===== config.mk =====
export PLATFORM = sky130hd
export DESIGN_NAME = fp16_uart_reporter_flat
export DESIGN_NICKNAME = d
export VERILOG_FILES = /design/src/rtl/fpmac_pkg.sv /design/src/rtl/fp16_uart_reporter_if.sv /design/src/rtl/fp16_uart_reporter_uart_tx_byte.sv /design/src/rtl/fp16_uart_reporter.sv /design/src/flat_wrapper.sv
export SDC_FILE = /design/constraint.sdc
export NUM_CORES = 1
export LEC_CHECK = 0
export CAP_MARGIN = 15
export CORE_MARGIN = 2
export CORE_UTILIZATION = 50
export DETAILED_ROUTE_END_ITERATION = 16
export PLACE_DENSITY = 0.75
export SYNTH_ARGS = -nofsm -noshare
export SYNTH_HDL_FRONTEND = slang
export SYNTH_SLANG_ARGS = --single-unit

===== constraint.sdc =====
create_clock -name clock -period 3.8 [get_ports clock]
set_input_delay 0.76 -clock clock [delete_from_list [all_inputs] [get_ports clock]]
set_output_delay 0.76 -clock clock [all_outputs]
set_load 0.02 [all_outputs]

===== src/rtl/fpmac_pkg.sv =====
`default_nettype none
// +----------------------------------------------------------------------+
// | fpmac_pkg : shared constants, reporter state type, nibble-to-ASCII    |
// | Rev 1.0                                                               |
// +----------------------------------------------------------------------+
package fpmac_pkg;

    localparam logic [7:0] ASCII_COLON = 8'h3A;
    localparam logic [7:0] ASCII_CR    = 8'h0D;
    localparam logic [7:0] ASCII_LF    = 8'h0A;
    localparam int         FRAME_BYTES = 8;

    typedef enum logic [2:0] {
        IDLE  = 3'd0,
        LOAD  = 3'd1,
        START = 3'd2,
        DATA  = 3'd3,
        STOP  = 3'd4
    } reporter_state_t;

    // Uppercase hex: 0-9 -> '0'..'9', A-F -> 'A'..'F' (0x41 - 10 = 0x37)
    function automatic logic [7:0] nibble_to_ascii(input logic [3:0] nib);
        if (nib < 4'd10) return 8'h30 + {4'h0, nib};
        else             return 8'h37 + {4'h0, nib};
    endfunction

endpackage
`default_nettype wire


===== src/rtl/fp16_uart_reporter_if.sv =====
`default_nettype none
// +----------------------------------------------------------------------+
// | fp16_uart_reporter_if : result strobe in, UART line status out        |
// | Rev 1.0                                                               |
// +----------------------------------------------------------------------+
interface fp16_uart_reporter_if;

    logic        result_valid;
    logic [15:0] result;
    logic [3:0]  acc_count;
    logic        busy;
    logic        tx;
    logic        dropped;
    logic        frame_done;

    modport master (
        output result_valid, result, acc_count,
        input  busy, tx, dropped, frame_done
    );

    modport slave (
        input  result_valid, result, acc_count,
        output busy, tx, dropped, frame_done
    );

endinterface
`default_nettype wire


===== src/rtl/fp16_uart_reporter_uart_tx_byte.sv =====
`default_nettype none
// +----------------------------------------------------------------------+
// | uart_tx_byte : one 8N1 character, LSB first, idle-high tx             |
// | Rev 1.0                                                               |
// +----------------------------------------------------------------------+
module uart_tx_byte #(
    parameter int CLKS_PER_BIT = 868,
    parameter int CNT_W        = 16
) (
    input  logic       clock,
    input  logic       reset,
    input  logic       start,
    input  logic [7:0] data8,
    output logic       tx,
    output logic       bit_tick,
    output logic [3:0] bit_idx,
    output logic       done
);

    localparam logic [CNT_W-1:0] c_BAUD_LAST = CNT_W'(CLKS_PER_BIT - 1);

    logic             r_active;
    logic [CNT_W-1:0] r_baud_cnt;
    logic [3:0]       r_bit_idx;
    logic [9:0]       r_shift;
    logic             r_tx;

    assign bit_tick = r_active && (r_baud_cnt == c_BAUD_LAST);
    assign done     = bit_tick && (r_bit_idx == 4'd9);
    assign bit_idx  = r_bit_idx;
    assign tx       = r_tx;

    // Bit 0 is the start bit, bits 1-8 data, bit 9 the stop bit
    always_ff @(posedge clock) begin
        if (reset) begin
            r_active   <= 1'b0;
            r_baud_cnt <= '0;
            r_bit_idx  <= 4'd0;
            r_shift    <= '0;
            r_tx       <= 1'b1;
        end else if (!r_active) begin
            if (start) begin
                r_active   <= 1'b1;
                r_baud_cnt <= '0;
                r_bit_idx  <= 4'd0;
                r_shift    <= {1'b1, data8, 1'b0};
                r_tx       <= 1'b0;
            end
        end else if (bit_tick) begin
            r_baud_cnt <= '0;
            if (r_bit_idx == 4'd9) begin
                r_active  <= 1'b0;
                r_bit_idx <= 4'd0;
                r_tx      <= 1'b1;
            end else begin
                r_bit_idx <= r_bit_idx + 4'd1;
                r_shift   <= {1'b1, r_shift[9:1]};
                r_tx      <= r_shift[1];
            end
        end else begin
            r_baud_cnt <= r_baud_cnt + 1'b1;
        end
    end

endmodule
`default_nettype wire


===== src/rtl/fp16_uart_reporter.sv =====
`default_nettype none
// +----------------------------------------------------------------------+
// | fp16_uart_reporter : logs each FP16 MAC result as "C:HHHH\r\n" on UART |
// | Rev 1.0                                                               |
// +----------------------------------------------------------------------+
module fp16_uart_reporter
    import fpmac_pkg::*;
#(
    parameter int CLKS_PER_BIT = 868,
    parameter int CNT_W        = 16
) (
    input  logic                 clock,
    input  logic                 reset,
    fp16_uart_reporter_if.slave  rpt
);

    localparam logic [2:0] c_LAST_BYTE = 3'(FRAME_BYTES - 1);

    reporter_state_t r_state;
    logic [15:0]     r_result;
    logic [3:0]      r_acc_count;
    logic [2:0]      r_byte_idx;
    logic            r_busy;
    logic            r_dropped;
    logic            r_frame_done;

    logic [7:0]      w_byte;
    logic            w_start;
    logic            w_tx;
    logic            w_bit_tick;
    logic [3:0]      w_bit_idx;
    logic            w_done;

    always_comb begin
        w_byte = ASCII_LF;
        case (r_byte_idx)
            3'd0:    w_byte = nibble_to_ascii(r_acc_count);
            3'd1:    w_byte = ASCII_COLON;
            3'd2:    w_byte = nibble_to_ascii(r_result[15:12]);
            3'd3:    w_byte = nibble_to_ascii(r_result[11:8]);
            3'd4:    w_byte = nibble_to_ascii(r_result[7:4]);
            3'd5:    w_byte = nibble_to_ascii(r_result[3:0]);
            3'd6:    w_byte = ASCII_CR;
            default: w_byte = ASCII_LF;
        endcase
    end

    assign w_start = (r_state == LOAD);

    uart_tx_byte #(
        .CLKS_PER_BIT (CLKS_PER_BIT),
        .CNT_W        (CNT_W)
    ) u_tx (
        .clock    (clock),
        .reset    (reset),
        .start    (w_start),
        .data8    (w_byte),
        .tx       (w_tx),
        .bit_tick (w_bit_tick),
        .bit_idx  (w_bit_idx),
        .done     (w_done)
    );

    // busy stays high through the frame_done cycle so a strobe there is dropped
    always_ff @(posedge clock) begin
        if (reset) begin
            r_state      <= IDLE;
            r_result     <= '0;
            r_acc_count  <= '0;
            r_byte_idx   <= '0;
            r_busy       <= 1'b0;
            r_dropped    <= 1'b0;
            r_frame_done <= 1'b0;
        end else begin
            r_frame_done <= 1'b0;
            if (rpt.result_valid && r_busy) r_dropped <= 1'b1;
            case (r_state)
                IDLE: begin
                    if (r_busy) begin
                        r_busy <= 1'b0;
                    end else if (rpt.result_valid) begin
                        r_result    <= rpt.result;
                        r_acc_count <= rpt.acc_count;
                        r_busy      <= 1'b1;
                        r_state     <= LOAD;
                    end
                end
                LOAD:  r_state <= START;
                START: if (w_bit_tick) r_state <= DATA;
                DATA:  if (w_bit_tick && (w_bit_idx == 4'd8)) r_state <= STOP;
                STOP: begin
                    if (w_done) begin
                        if (r_byte_idx == c_LAST_BYTE) begin
                            r_byte_idx   <= '0;
                            r_frame_done <= 1'b1;
                            r_state      <= IDLE;
                        end else begin
                            r_byte_idx <= r_byte_idx + 3'd1;
                            r_state    <= LOAD;
                        end
                    end
                end
                default: r_state <= IDLE;
            endcase
        end
    end

    assign rpt.busy       = r_busy;
    assign rpt.tx         = w_tx;
    assign rpt.dropped    = r_dropped;
    assign rpt.frame_done = r_frame_done;

endmodule
`default_nettype wire


===== src/flat_wrapper.sv =====
// flat-port wrapper written by rule: the top's interface ports become plain ports
module fp16_uart_reporter_flat import fpmac_pkg::*;
#(
    parameter int CLKS_PER_BIT = 868,
    parameter int CNT_W        = 16
)
  (clock, reset, rpt_result_valid, rpt_result, rpt_acc_count, rpt_busy, rpt_tx, rpt_dropped, rpt_frame_done);
  fp16_uart_reporter_if rpt_i ();
  input  logic clock;
  input  logic reset;
  input wire logic [$bits(rpt_i.result_valid)-1:0] rpt_result_valid;
  input wire logic [$bits(rpt_i.result)-1:0] rpt_result;
  input wire logic [$bits(rpt_i.acc_count)-1:0] rpt_acc_count;
  output wire logic [$bits(rpt_i.busy)-1:0] rpt_busy;
  output wire logic [$bits(rpt_i.tx)-1:0] rpt_tx;
  output wire logic [$bits(rpt_i.dropped)-1:0] rpt_dropped;
  output wire logic [$bits(rpt_i.frame_done)-1:0] rpt_frame_done;
  assign rpt_i.result_valid = rpt_result_valid;
  assign rpt_i.result = rpt_result;
  assign rpt_i.acc_count = rpt_acc_count;
  assign rpt_busy = rpt_i.busy;
  assign rpt_tx = rpt_i.tx;
  assign rpt_dropped = rpt_i.dropped;
  assign rpt_frame_done = rpt_i.frame_done;
  fp16_uart_reporter #(.CLKS_PER_BIT(CLKS_PER_BIT), .CNT_W(CNT_W)) u_core (.clock(clock), .reset(reset), .rpt(rpt_i));
endmodule

==> results.py <==
metrics = {
    "detailed_routing": {
        "vias_per_cell": 5.95,
        "drt-total-wl_mm": 8.69,
        "post-route-drc-count": 0,
        "drt_iter0_drc": 192,
        "drt_first_pass_iters": 5,
        "ant_nets": 0,
        "vias": 3356,
        "routedWlPerCell_um": 15.4,
    },
    "die": {
        "start_util": 0.518,
        "die-height_um": 87.9,
        "fp.dieW_um": 87.9,
        "core-area_sq_um": 6790,
        "ios": 27,
        "fp.dieArea_sq_um": 7730,
        "rows": 30,
    },
    "cells_and_area": {
        "area_growth_pct": 13.3,
        "nets": 503,
        "n_antenna_cell": 0,
        "n_fill_cell": 629,
        "final_area_sq_um": 3990,
        "drive_gt1_frac": 0.0684,
    },
    "synth": {
        "synth_edf_count": 0,
        "yosys.area.top_type": "dfxtp_1",
        "syn_area_per_cell_sq_um": 7.88,
        "yosysUniqueCellTypes": 58,
        "synth_cells": 447,
        "ys_ff_latch": 60,
        "synth_top_area_share": 0.341,
        "synth_area_leaders": "dfxtp_1 34%, nand2_1 7.7%, a21oi_1 6.8%",
        "synth_nets": 485,
        "ys_top_cells_by_count": "72 x nand2_1, 60 x dfxtp_1, 48 x a21oi_1",
        "yosysMostFrequentCell": "nand2_1",
        "synthesis.area_sq_um": 3520,
        "async_reset_ff_frac": 0,
        "yosysWarnings": 0,
        "synthFlopType": "dfxtp_1",
        "yosysSeqAreaShare": 0.341,
    },
    "global_routing": {
        "antenna_found_initial": 0,
        "grt_usage": 0.242,
        "grt_pass1_wl_mm": 14.6,
        "grt_max_degree": 35,
        "grt_pass1_vias": 3050,
        "gr-total-overflow": 0,
    },
    "critical_path": {
        "worst_ep_required_time_ns": 4.04,
        "rr_worst_depth": 7,
        "worst_path_max_delay_cell": "dfxtp_1",
        "rrSetupSlack_ns": 1.42,
        "worstSetupStartpointType": "register",
        "slowest_delay_ns": 0.62,
        "crit_buf_inv": 2,
        "timing.rr.start": "u_core.r_byte_idx[2]",
        "crit_type": "reg -> reg",
        "r2r-end": "u_core.u_tx.r_shift[2]",
        "worstPathCellList": "clkinv_1 > ha_1 > inv_1 > a211oi_1 > nor4_1 > a32oi_1 > a31o_2",
        "crit_path_end_kind": "register",
        "crit_fanout": 15,
        "crit_family": "flip-flops",
        "arrival_ns": 2.62,
    },
    "sta": {
        "grt_setup_unrepaired": "false",
        "tightest_slew_ns": 0.680,
        "fin_crit_sh": 0.626,
        "finalHoldViolations": 0,
        "setup_viol": 0,
        "finClkSkew_ns": 0.00582,
        "min_period_ns": 2.38,
        "timing.final.max_slew_violations": 0,
        "relSlewSlack": 0.547,
        "fmax_mhz": 420,
        "fin_tns_setup_ns": 0,
    },
    "place": {
        "placed_cell_area_sq_um": 3830,
        "dp_hpwl_mm": 6.10,
        "gp_congestion": 0.968,
        "portBuffers": 26,
    },
    "clock_tree": {
        "numClockSinks": 60,
        "post_cts_buffers": 0,
        "cts_htree_levels": 3,
        "ctsResizeCount": 0,
        "cts_buffer_depth": 2,
        "clk_pin_slew_worst_paths_ns": 0.06,
        "postCtsHoldBufs": 0,
        "cts_tree": "done",
        "cts-root-buf": "clkbuf_8",
        "cts_made_buffers": 9,
        "clock_latency_ns": 0.34,
    },
    "hold_path": {
        "hold_end": "u_core.r_result[0]",
        "hold_start": "u_core.r_result[0]",
        "min_delay_path_depth": 2,
        "hp-class": "reg -> reg",
    },
    "pwr": {
        "cellPowerDensity_nw_per_um2": 352,
        "vdd_drop_max_mv": 0.254,
        "leakagePower_nw": 1.38,
    },
    "run_status": {
        "status": "finished clean",
    },
    "job": {
        "maxCapViolations": 0,
    },
}
-- worst reg2reg max path: cells and delay by family (launching register included) --
kind            cells  cell delay [ns]
simple gates        1             0.30
fa+ha+maj           1             0.37
flops               1             0.62
buf+inv             2             0.50
compound gates      3             0.48
-- flip-flops by register name, indices dropped and copies added (netlist names) --
| name | count |
|---|---|
| u_core.u_tx.r_shift | 9 |
| u_core.r_result | 16 |
| u_core.r_byte_idx | 3 |
| u_core.rpt.busy | 1 |
| u_core.u_tx.tx | 1 |
| u_core.rpt.dropped | 1 |
| u_core.u_tx.bit_idx | 4 |
| u_core.u_tx.r_baud_cnt | 16 |
| u_core.r_state | 3 |
| u_core.r_acc_count | 4 |
| u_core.rpt.frame_done | 1 |
| u_core.u_tx.r_active | 1 |
-- routing by layer --
metal | vias up | share of wire | GRT usage
met2 | 80 | 0.45 | 0.367
li1 | 1675 | - | -
met3 | 13 | 0.046 | 0.0603
met5 | - | 0 | 0
met4 | 0 | 0.016 | 0.0727
met1 | 1588 | 0.49 | 0.339
-- power by group --
group          internal (mW)  total (mW)  switching, mW  leakage [nW]
combinational         0.0908       0.216          0.125         0.817
sequential             0.659       0.697         0.0372         0.488
clock                  0.246       0.491          0.244        0.0783
total                  0.996        1.40          0.407          1.38
-- stage by stage --
step | total power, mW | util | hold slack [ns] | setup WS (ns) | instances
global placement | 0.917 | 0.564 | 0.444 | 1.33 | 550
finish | 1.40 | 0.587 | 0.458 | 1.42 | 564
floorplan | 0.850 | - | 0.436 | 2.03 | 447
detailed placement | 0.924 | 0.564 | 0.448 | 1.29 | 550
CTS | 1.42 | 0.587 | 0.456 | 1.49 | 564
global route | 1.47 | 0.587 | 0.491 | 1.26 | 564
-- how the worst max path moves through the flow --
stage	from	cells after the start	to
2_1_floorplan	u_core.u_tx.r_baud_cnt[0]	8	u_core.u_tx.r_baud_cnt[10]
3_3_place_gp	rpt_result_valid	5	u_core.r_result[10]
3_5_place_dp	rpt_result_valid	5	u_core.r_result[2]
4_1_cts	u_core.r_byte_idx[2]	7	u_core.u_tx.r_shift[2]
5_1_grt	u_core.r_byte_idx[2]	6	u_core.u_tx.r_shift[2]
6_report	u_core.r_byte_idx[2]	7	u_core.u_tx.r_shift[2]
-- layout by cell type (no fill, tap or decap), types with 3 or more instances in the layout --
cell type / Yosys / final
nand3_1: 14 / 14
o21ai_0: 19 / 19
nor4b_1: 3 / 3
and4_1: 5 / 5
dfxtp_1: 60 / 60
clkdlybuf4s50_1: 0 / 25
a31o_2: 3 / 3
o211ai_1: 3 / 3
a31oi_1: 5 / 5
nand3b_1: 4 / 4
a211oi_1: 8 / 8
clkbuf_8: 0 / 10
a21oi_1: 48 / 48
nand2_1: 72 / 72
mux2i_1: 3 / 3
a41oi_1: 4 / 4
o22ai_1: 5 / 5
buf_4: 2 / 5
ha_1: 15 / 15
inv_1: 23 / 23
nor2_1: 28 / 28
a22oi_1: 6 / 6
and3_1: 4 / 4
xnor2_1: 5 / 5
or3_1: 3 / 3
nor2b_1: 7 / 7
o31ai_1: 4 / 4
nand4_1: 4 / 4
nand2b_1: 6 / 6
a311oi_1: 13 / 13
a21boi_0: 3 / 3
and4b_1: 6 / 6
nor4_1: 4 / 3
nor3_1: 7 / 7
-- layout make-up --
| class | count | area, sq um | area share |
|---|---|---|---|
| clock buffer | 12 | 145 | 0.0364 |
| clock inverter | 2 | 12.5 | 0.00314 |
| tap | 96 | 120 | 0.0301 |
| multi-input combinational | 338 | 2120 | 0.532 |
| inverter | 25 | 93.8 | 0.0235 |
| sequential | 60 | 1200 | 0.301 |
| timing repair buffer | 31 | 293 | 0.0734 |
-- kinds of logic (layout without fill, tap and decap cells) --
logic type	count (synthesis)	count (layout)	share of synthesized area
AND/OR/NAND/NOR	179	179	0.272
AO/OA/AOI/OAI	136	136	0.254
flip-flops	60	60	0.341
buffers and inverters	49	70	0.0579
adder cells (fa/ha/maj)	15	15	0.0533
XOR/XNOR	5	5	0.0124
multiplexers	3	3	0.00853
Note: power is estimated with default switching activity, not from simulation.
